--- config.mk ---
export PLATFORM = sky130hd
export DESIGN_NAME = envelope_generator_multi
export DESIGN_NICKNAME = d
export VERILOG_FILES = /design/src/rtl/envelope_generator_multi.sv
export SDC_FILE = /design/constraint.sdc
export NUM_CORES = 1
export LEC_CHECK = 0
export CAP_MARGIN = 25
export CORE_ASPECT_RATIO = 0.5
export CORE_MARGIN = 2
export CORE_UTILIZATION = 30
export DETAILED_ROUTE_END_ITERATION = 16
export PLACE_DENSITY_LB_ADDON = 0.25
export SLEW_MARGIN = 20
export SYNTH_ARGS = -nofsm -noshare
export SYNTH_HDL_FRONTEND = slang
export SYNTH_HIERARCHICAL = 1
export SYNTH_SLANG_ARGS = --single-unit
--- constraint.sdc ---
create_clock -name clk -period 39.7 [get_ports clk]
set_input_delay 7.94 -clock clk [delete_from_list [all_inputs] [get_ports clk]]
set_output_delay 7.94 -clock clk [all_outputs]
set_load 0.01 [all_outputs]
--- src/rtl/envelope_generator_multi.sv ---
// Time-multiplexed multi-voice ADSR envelope generator: one adder, one exp lookup
// and one multiplier shared across VOICES slots, per-voice state in register arrays.

module eight_bit_exponential_decay_lookup (
    input  logic [7:0] x,
    output logic [7:0] y
);
    // Piecewise-linear exponential: halves every 32 input steps, y(0) = 255,
    // monotonically non-increasing across the whole range.
    logic [7:0]  base;
    logic [12:0] prod;

    always_comb begin
        base = 8'd255 >> x[7:5];
        prod = {5'b0, base} * {8'b0, x[4:0]};
        y    = base - 8'(prod >> 6);
    end
endmodule

module envelope_generator_multi #(
    parameter int VOICES           = 4,
    parameter int ACCUMULATOR_BITS = 26,
    parameter int INC_BITS         = 17,
    parameter bit RETRIGGER        = 1'b1
) (
    input  logic                  clk,
    input  logic                  rst,
    input  logic [VOICES-1:0]     gate,
    input  logic [INC_BITS-1:0]   attack_inc,
    input  logic [INC_BITS-1:0]   decay_inc,
    input  logic [INC_BITS-1:0]   release_inc,
    input  logic [7:0]            sustain_level,
    output logic [8*VOICES-1:0]   amplitude,
    output logic [VOICES-1:0]     is_idle
);
    localparam int SW   = $clog2(VOICES);
    localparam int AW   = ACCUMULATOR_BITS + 1;
    localparam int SUMW = ((AW > INC_BITS) ? AW : INC_BITS) + 1;

    typedef enum logic [2:0] {S_OFF, S_ATTACK, S_DECAY, S_SUSTAIN, S_RELEASE} state_t;

    logic [SW-1:0]   slot_q, slot_d;
    state_t          state_q [VOICES];
    state_t          state_d [VOICES];
    logic [AW-1:0]   acc_q   [VOICES];
    logic [AW-1:0]   acc_d   [VOICES];
    logic [7:0]      amp_q   [VOICES];
    logic [7:0]      amp_d   [VOICES];
    logic [7:0]      rel_q   [VOICES];
    logic [7:0]      rel_d   [VOICES];
    logic [VOICES-1:0] prev_gate_q, prev_gate_d;
    logic [VOICES-1:0] idle_q, idle_d;

    state_t          st, nst;
    logic [AW-1:0]   acc_cur, nacc;
    logic [7:0]      amp_cur, namp, rel_cur, nrel;
    logic [INC_BITS-1:0] inc_cur;
    logic [SUMW-1:0] sum;
    logic            ovf, g, pg, rising, falling, retrig_ok;
    logic [7:0]      top, e_val, mul_b, scaled;
    logic [15:0]     prod;

    eight_bit_exponential_decay_lookup u_exp (.x(top), .y(e_val));

    always_comb begin
        st      = state_q[slot_q];
        acc_cur = acc_q[slot_q];
        amp_cur = amp_q[slot_q];
        rel_cur = rel_q[slot_q];
        g       = gate[slot_q];
        pg      = prev_gate_q[slot_q];
        rising  = g & ~pg;
        falling = ~g & pg;
        retrig_ok = (st == S_OFF) || (st == S_RELEASE) || RETRIGGER;

        case (st)
            S_ATTACK:  inc_cur = attack_inc;
            S_DECAY:   inc_cur = decay_inc;
            S_RELEASE: inc_cur = release_inc;
            default:   inc_cur = '0;
        endcase
        sum = SUMW'(acc_cur) + SUMW'(inc_cur);
        ovf = (sum[SUMW-1:ACCUMULATOR_BITS] != '0) || (inc_cur == '0);
        top = sum[ACCUMULATOR_BITS-1 -: 8];

        // The single multiplier serves both decay and release scaling.
        mul_b  = (st == S_RELEASE) ? rel_cur : 8'd255 - sustain_level;
        prod   = {8'b0, e_val} * {8'b0, mul_b};
        scaled = 8'(prod >> 8);

        nst  = st;
        nacc = acc_cur;
        namp = amp_cur;
        nrel = rel_cur;
        if (rising && retrig_ok) begin
            nst  = S_ATTACK;
            nacc = '0;
            nacc[ACCUMULATOR_BITS-1 -: 8] = amp_cur;
        end else if (falling && (st == S_ATTACK || st == S_DECAY || st == S_SUSTAIN)) begin
            nst  = S_RELEASE;
            nrel = amp_cur;
            nacc = '0;
        end else begin
            case (st)
                S_ATTACK: begin
                    if (ovf) begin namp = 8'd255; nacc = '0; nst = S_DECAY; end
                    else     begin namp = top;    nacc = AW'(sum); end
                end
                S_DECAY: begin
                    if (ovf) begin namp = sustain_level; nacc = '0; nst = S_SUSTAIN; end
                    else     begin namp = sustain_level + scaled; nacc = AW'(sum); end
                end
                S_SUSTAIN: namp = sustain_level;
                S_RELEASE: begin
                    if (ovf) begin namp = 8'd0; nacc = '0; nst = S_OFF; end
                    else     begin namp = scaled; nacc = AW'(sum); end
                end
                default: begin namp = 8'd0; nacc = '0; end
            endcase
        end

        slot_d      = (slot_q == SW'(VOICES - 1)) ? '0 : slot_q + 1'b1;
        state_d     = state_q;
        acc_d       = acc_q;
        amp_d       = amp_q;
        rel_d       = rel_q;
        prev_gate_d = prev_gate_q;
        idle_d      = idle_q;
        state_d[slot_q]     = nst;
        acc_d[slot_q]       = nacc;
        amp_d[slot_q]       = namp;
        rel_d[slot_q]       = nrel;
        prev_gate_d[slot_q] = g;
        idle_d[slot_q]      = (nst == S_OFF);
    end

    always_ff @(posedge clk or posedge rst) begin
        if (rst) begin
            slot_q      <= '0;
            prev_gate_q <= '0;
            idle_q      <= '1;
            for (int v = 0; v < VOICES; v++) begin
                state_q[v] <= S_OFF;
                acc_q[v]   <= '0;
                amp_q[v]   <= '0;
                rel_q[v]   <= '0;
            end
        end else begin
            slot_q      <= slot_d;
            prev_gate_q <= prev_gate_d;
            idle_q      <= idle_d;
            state_q     <= state_d;
            acc_q       <= acc_d;
            amp_q       <= amp_d;
            rel_q       <= rel_d;
        end
    end

    for (genvar v = 0; v < VOICES; v++) begin : g_out
        assign amplitude[8*v +: 8] = amp_q[v];
    end
    assign is_idle = idle_q;
endmodule

Word level (Yosys, flattened, before mapping)
Cells that the tools add are included.
{"block": "classes", "muxes": 51, "add_sub_neg": 5, "bitwise_logic": 5, "eq_ne": 5, "n_mul": 2, "reduce_logical": 10, "shift": 1, "n_lt_le_gt_ge": 4}
{"operator": "$mux 27", "n": 6}
{"operator": "$bwmux 108", "n": 1}
{"operator": "$mux 8", "n": 13}
{"operator": "$bwmux 32", "n": 2}
{"operator": "$bmux 27 s2", "n": 1}
{"operator": "$demux 27 s2", "n": 1}
{"operator": "$pmux 27 s2", "n": 1}
{"operator": "$pmux 17 s3", "n": 1}
{"operator": "$bmux 8 s2", "n": 2}
{"operator": "$pmux 8 s4", "n": 1}
{"operator": "$add 27x17->28", "n": 1}
{"operator": "$mux 3", "n": 8}
{"operator": "$logic_not 17->1", "n": 1}
{"operator": "$demux 8 s2", "n": 1}
{"operator": "$mul 8x8->16", "n": 1}
{"operator": "$mul 8x5->13", "n": 1}
{"operator": "$bwmux 12", "n": 1}
{"operator": "$pmux 3 s3", "n": 1}
{"operator": "$add 8x8->8", "n": 1}
{"operator": "$bwmux 4", "n": 2}
{"operator": "$shr 8x3->8 const A", "n": 1}
{"operator": "$sub 8x7->8", "n": 1}
{"operator": "$sub 8x8->8 const A", "n": 1}
{"operator": "$bmux 3 s2", "n": 1}
{"operator": "other kinds (22)", "n": 32}
{"block": "word_totals", "wordCells": 102, "register_bits": 194, "out_inout_bits": 36, "inputBits": 65}

Logic depth before layout (Yosys ltp)
{"block": "logic_depth", "word_depth": 17, "ltp_mapped": 63, "depth_no_buf": 59}

Hierarchy
The synthesis kept the hierarchy.
{"mod": "envelope_generator_multi", "n_inst": 1, "cells_each": 1240, "area_each_um2": 12992.5}
{"mod": "eight_bit_exponential_decay_lookup", "n_inst": 1, "cells_each": 160, "area_each_um2": 1335.0}

Worst setup path after synthesis
OpenSTA, ideal clock, no wires.
{"block": "synth_path", "path_type": "in2reg", "startpoint": "input port attack_inc[0]", "endpoint": "register amp_q (netlist bit amplitude[15])", "n_path_buf": 0, "arrival_time_ps": 19919, "stages": 56, "setup_slack_ps": 19656, "setup_time_ps": 125, "required_ps": 39575, "path_cell_list": "a22oi_1 o21ai_0 ha_1 inv_1 fa_1 inv_1 a21oi_1 o2111ai_1 nand2_1 o21ai_0 nand2_1 xnor2_1 nand2_1 and2_1 fa_1 inv_1 fa_1 fa_1 [20 not listed] inv_1 ha_1 nand2_1 o32ai_1 a31oi_4 a311oi_2 a31oi_1 ha_1 a21oi_1 o21bai_1 a21oi_1 o21bai_1 a21oi_1 xnor3_1 nor2_1 xnor2_1 o22ai_2 mux2_2"}
{"block": "synth_between", "elab_chain_len": 12}
{"element": "start: declaration", "line_no": "29", "rtl": "input logic [INC_BITS-1:0] attack_inc,"}
{"element": "$pmux 17 s3 (*)", "line_no": "76", "rtl": "case (st)"}
{"element": "$add 27x17->28 (*)", "line_no": "82", "rtl": "sum = SUMW'(acc_cur) + SUMW'(inc_cur);"}
{"element": "named net sum[24]", "line_no": "58", "rtl": "logic [SUMW-1:0] sum;"}
{"element": "$shr 8x3->8 (*)", "line_no": "14", "rtl": "base = 8'd255 >> x[7:5];"}
{"element": "$mul 8x5->13", "line_no": "15", "rtl": "prod = {5'b0, base} * {8'b0, x[4:0]};"}
{"element": "$sub 8x7->8 (*)", "line_no": "16", "rtl": "y = base - 8'(prod >> 6);"}
{"element": "named net e_val[6]", "line_no": "60", "rtl": "logic [7:0] top, e_val, mul_b, scaled;"}
{"element": "$mul 8x8->16 (*)", "line_no": "88", "rtl": "prod = {8'b0, e_val} * {8'b0, mul_b};"}
{"element": "$add 8x8->8", "line_no": "111", "rtl": "else begin namp = sustain_level + scaled; nacc = AW'(sum); end"}
{"element": "$mux 8", "line_no": "110", "rtl": "if (ovf) begin namp = sustain_level; nacc = '0; nst = S_SUSTAIN; end"}
{"element": "$pmux 8 s4 (*)", "line_no": "104", "rtl": "case (st)"}
{"element": "$mux 8 (*)", "line_no": "99", "rtl": "end else if (falling && (st == S_ATTACK || st == S_DECAY || st == S_SUSTAIN)) begin"}
{"element": "$mux 8 (*)", "line_no": "95", "rtl": "if (rising && retrig_ok) begin"}
{"element": "$bwmux 32 (*)", "line_no": "131", "rtl": "amp_d[slot_q] = namp;"}
{"element": "end signal: assignment", "line_no": "154", "rtl": "amp_q <= amp_d;"}
{"element": "end: declaration", "line_no": "47", "rtl": "logic [7:0] amp_q [VOICES];"}
Mark *: on every way through the listed nets, which the timed path passes. The rest lies on a longest branch.

Final worst setup path
{"block": "layout_path", "startpoint": "input port attack_inc[7]", "endpoint": "register amp_q (netlist bit amplitude[23])"}
Same word-level chain as after synthesis.

==> summary.md <==
| Metric | Value |
|---|---|
| Status | completed |
| Final worst-path cycle share | 0.550 |
| Async set-reset flop share out of synthesis | 1.00 |
| Seq/Total Area, Yosys | 0.339 |
| CP endpoint kind | flop |
| Vias | roughly 11000 |
| Hold Fails Final Rpt | 0 |
| First-pass GRT wire length | ~61 mm |
| Crit path from | attack_inc[7] |
| Crit path DAT | 22.17 ns |
| Final wirelength | approximately 37 mm |
| Post-CTS Setup Bufs | 0 |
| Largest delay contributor family on the critical path | adder cells |
| Clock latency at the later pin of the worst-skew pair | around 0.46 ns |
| Core area | 0.0470 mm² |
| Die area | approximately 0.05 mm² |
| Synth Cell Area | between 0.01 and 0.015 mm² |
| Vias in the first global route | 10800 |
| Gate Count Post-Synth | between 1000 and 1500 |
| Longest Clk Path Bufs | 2 |
| Initial antenna violation count | 0 |
| Most common cell after layout, fill and taps aside | dfrtp_1 |
| Area Growth Syn to Fin | 16.0% |
| Final setup margin | ~18 ns |
| Initial core utilization | 0.305 |
| Total of max-cap violations | 0 |
| Post-cts hold buffer count | 0 |
| Mapped Avg Cell Area | 10.2 µm² |
| DP HPWL | around 26 mm |
| FMAX | approximately 46 MHz |
| Row count | 56 |
| Reg2reg start | slot_q[0] |
| Synth warn | 6 |
| Drt wl/cell | approximately 18 µm |
| Tot GR Track Use | 0.156 |
| Syn_nets | 1607 |
| CTS tree | yes |
| Final Max Slew Viols | 0 |
| Top FF cell, synth | dfrtp_1 |
| Cell Area, Placed | 0.0160 mm² |
| Yosys top cell area share | 0.332 |
| # nets final | roughly 1700 |
| Buffers on Ports | 100 |
| # diodes | 0 |
| Tightest Hold Check Type | reg2reg |
| Crit path time final | approximately 22 ns |
| CTS sink cnt | 194 |
| Proportion of layout cells with a drive suffix above 1 | 0.162 |
| Slew headroom | 0.283 |
| CTS buffer count | 17 |
| # DRC | 0 |
| Remaining antenna violation count | 0 |
| Cell taking the most area after synthesis | dfrtp_1 |
| Die height | approximately 160 µm |
| Skew final | roughly 0.015 ns |
| Largest net degree at the start of global routing | approximately 130 |
| Post-Route Setup TNS | 0 ns |
| CP Depth | 55 |
| End of the critical path | amplitude[23] |
| EDFF count, synth | 0 |
| Critical R2R Capture | amplitude[23] |
| Slew @ Worst Pin | between 1 and 1.5 ns |
| Final setup viols | 0 |
| Reg2reg setup slack | 22.69 ns |
| Clk slew on worst S/H paths | about 0.07 ns |
| Slowest library cell on the worst path | xnor2_1 |
| Post-CTS sizing | 0 |
| Most frequent cells in the layout | dfrtp_1 (188), nor2_1 (155), a21oi_1 (122) |
| Die X | 313 µm |
| Detailed Routing Iterations Pass 1 | 7 |
| CP peak stage delay | between 0.8 and 0.9 ns |
| Pre-CTS setup slack | about 18 ns |
| CP most frequent cell | fa_1 |
| RSZ-0062 raised after global routing | no |
| Critical path required time | 40.04 ns |
| Fin area | ~0.017 mm² |
| Worst Reg-to-Reg Cells | 60 |
| Critical path launch point type | input pin |
| H-tree level count | 4 |
| Synth cell types | 77 |
| Largest cells by area after synthesis | dfrtp_1 (33%), mux2_2 (7.9%), ha_1 (7.7%) |
| Boundary Pins | 101 |
| CP max FO | 8 |
| WP buf/inv | 6 |
| GPL Wtd Cong | 0.811 |
| Yosys reg bits | about 190 |
| Gr ovfl total | 0 |
| Vias per inst | about 5 |
| CTS Root Cell | clkbuf_16 |
| Path type of the worst setup path | in2reg |
| DR iter-0 viols | 728 |
how the worst min path moves through the flow:
| stage | from | to | slack, ns | depth (start not counted) |
|---|---|---|---|---|
| finish | acc_q[37] | acc_q[37] | 0.50 | 1 |
| global route | acc_q[40] | acc_q[40] | 0.51 | 1 |
| CTS | acc_q[34] | acc_q[34] | 0.51 | 1 |
| detailed placement | state_q[4] | state_q[4] | 0.49 | 1 |
| global placement | state_q[5] | state_q[5] | 0.48 | 1 |
| floorplan | state_q[4] | state_q[4] | 0.48 | 1 |
layout make-up:
cell class / count / area, µm²
clock buffers: 19 / 433
clock inverters: 11 / 178
fillers: 4718 / 30400
inverters: 91 / 349
multi-input cells: 1040 / 8830
flip-flops and latches: 194 / 4860
well taps: 638 / 798
repair buffers: 122 / 1160
routing by layer:
metal,routed length [µm],vias up,track usage
met5,0,-,0
met1,17900,5328,0.213
li1,-,5070,-
met2,17800,140,0.261
met3,1040,26,0.0234
met4,460,0,0.0358
synth_stat cells (all sizes together) (26+ instances only):
cell / count
nand2: 82
a21oi: 129
nor2: 155
dfrtp: 190
inv: 91
fa: 54
mux2: 100
a22oi: 45
clkbuf: 49
o21ai: 52
ha: 88
and2: 65
xnor2: 26
buf: 26
mux4: 48
registers in the layout (all words and copies together) (netlist names):
register	flops
prev_gate_q	4
amplitude	32
is_idle	4
slot_q	2
state_q	12
rel_q	32
acc_q	108
per-stage QoR:
stage,utilization,instances,hold WS (ns)
finish,0.353,2115,0.503
global route,0.353,2115,0.513
CTS,0.353,2113,0.507
detailed placement,0.340,2083,0.491
global placement,0.340,2083,0.484
floorplan,-,1400,0.475
cells by family after synthesis:
kind of cell             share of synthesized area
AND/OR/NAND/NOR                              0.125
AO/OA/AOI/OAI                                0.140
flip-flops                                   0.339
buffers and inverters                       0.0480
multiplexers                                 0.166
adder cells (fa/ha/maj)                      0.152
XOR/XNOR                                    0.0296
Power is left out: the tool's default activity adds up to more than one toggle a clock period on the data nets, which glitch-free logic cannot reach.
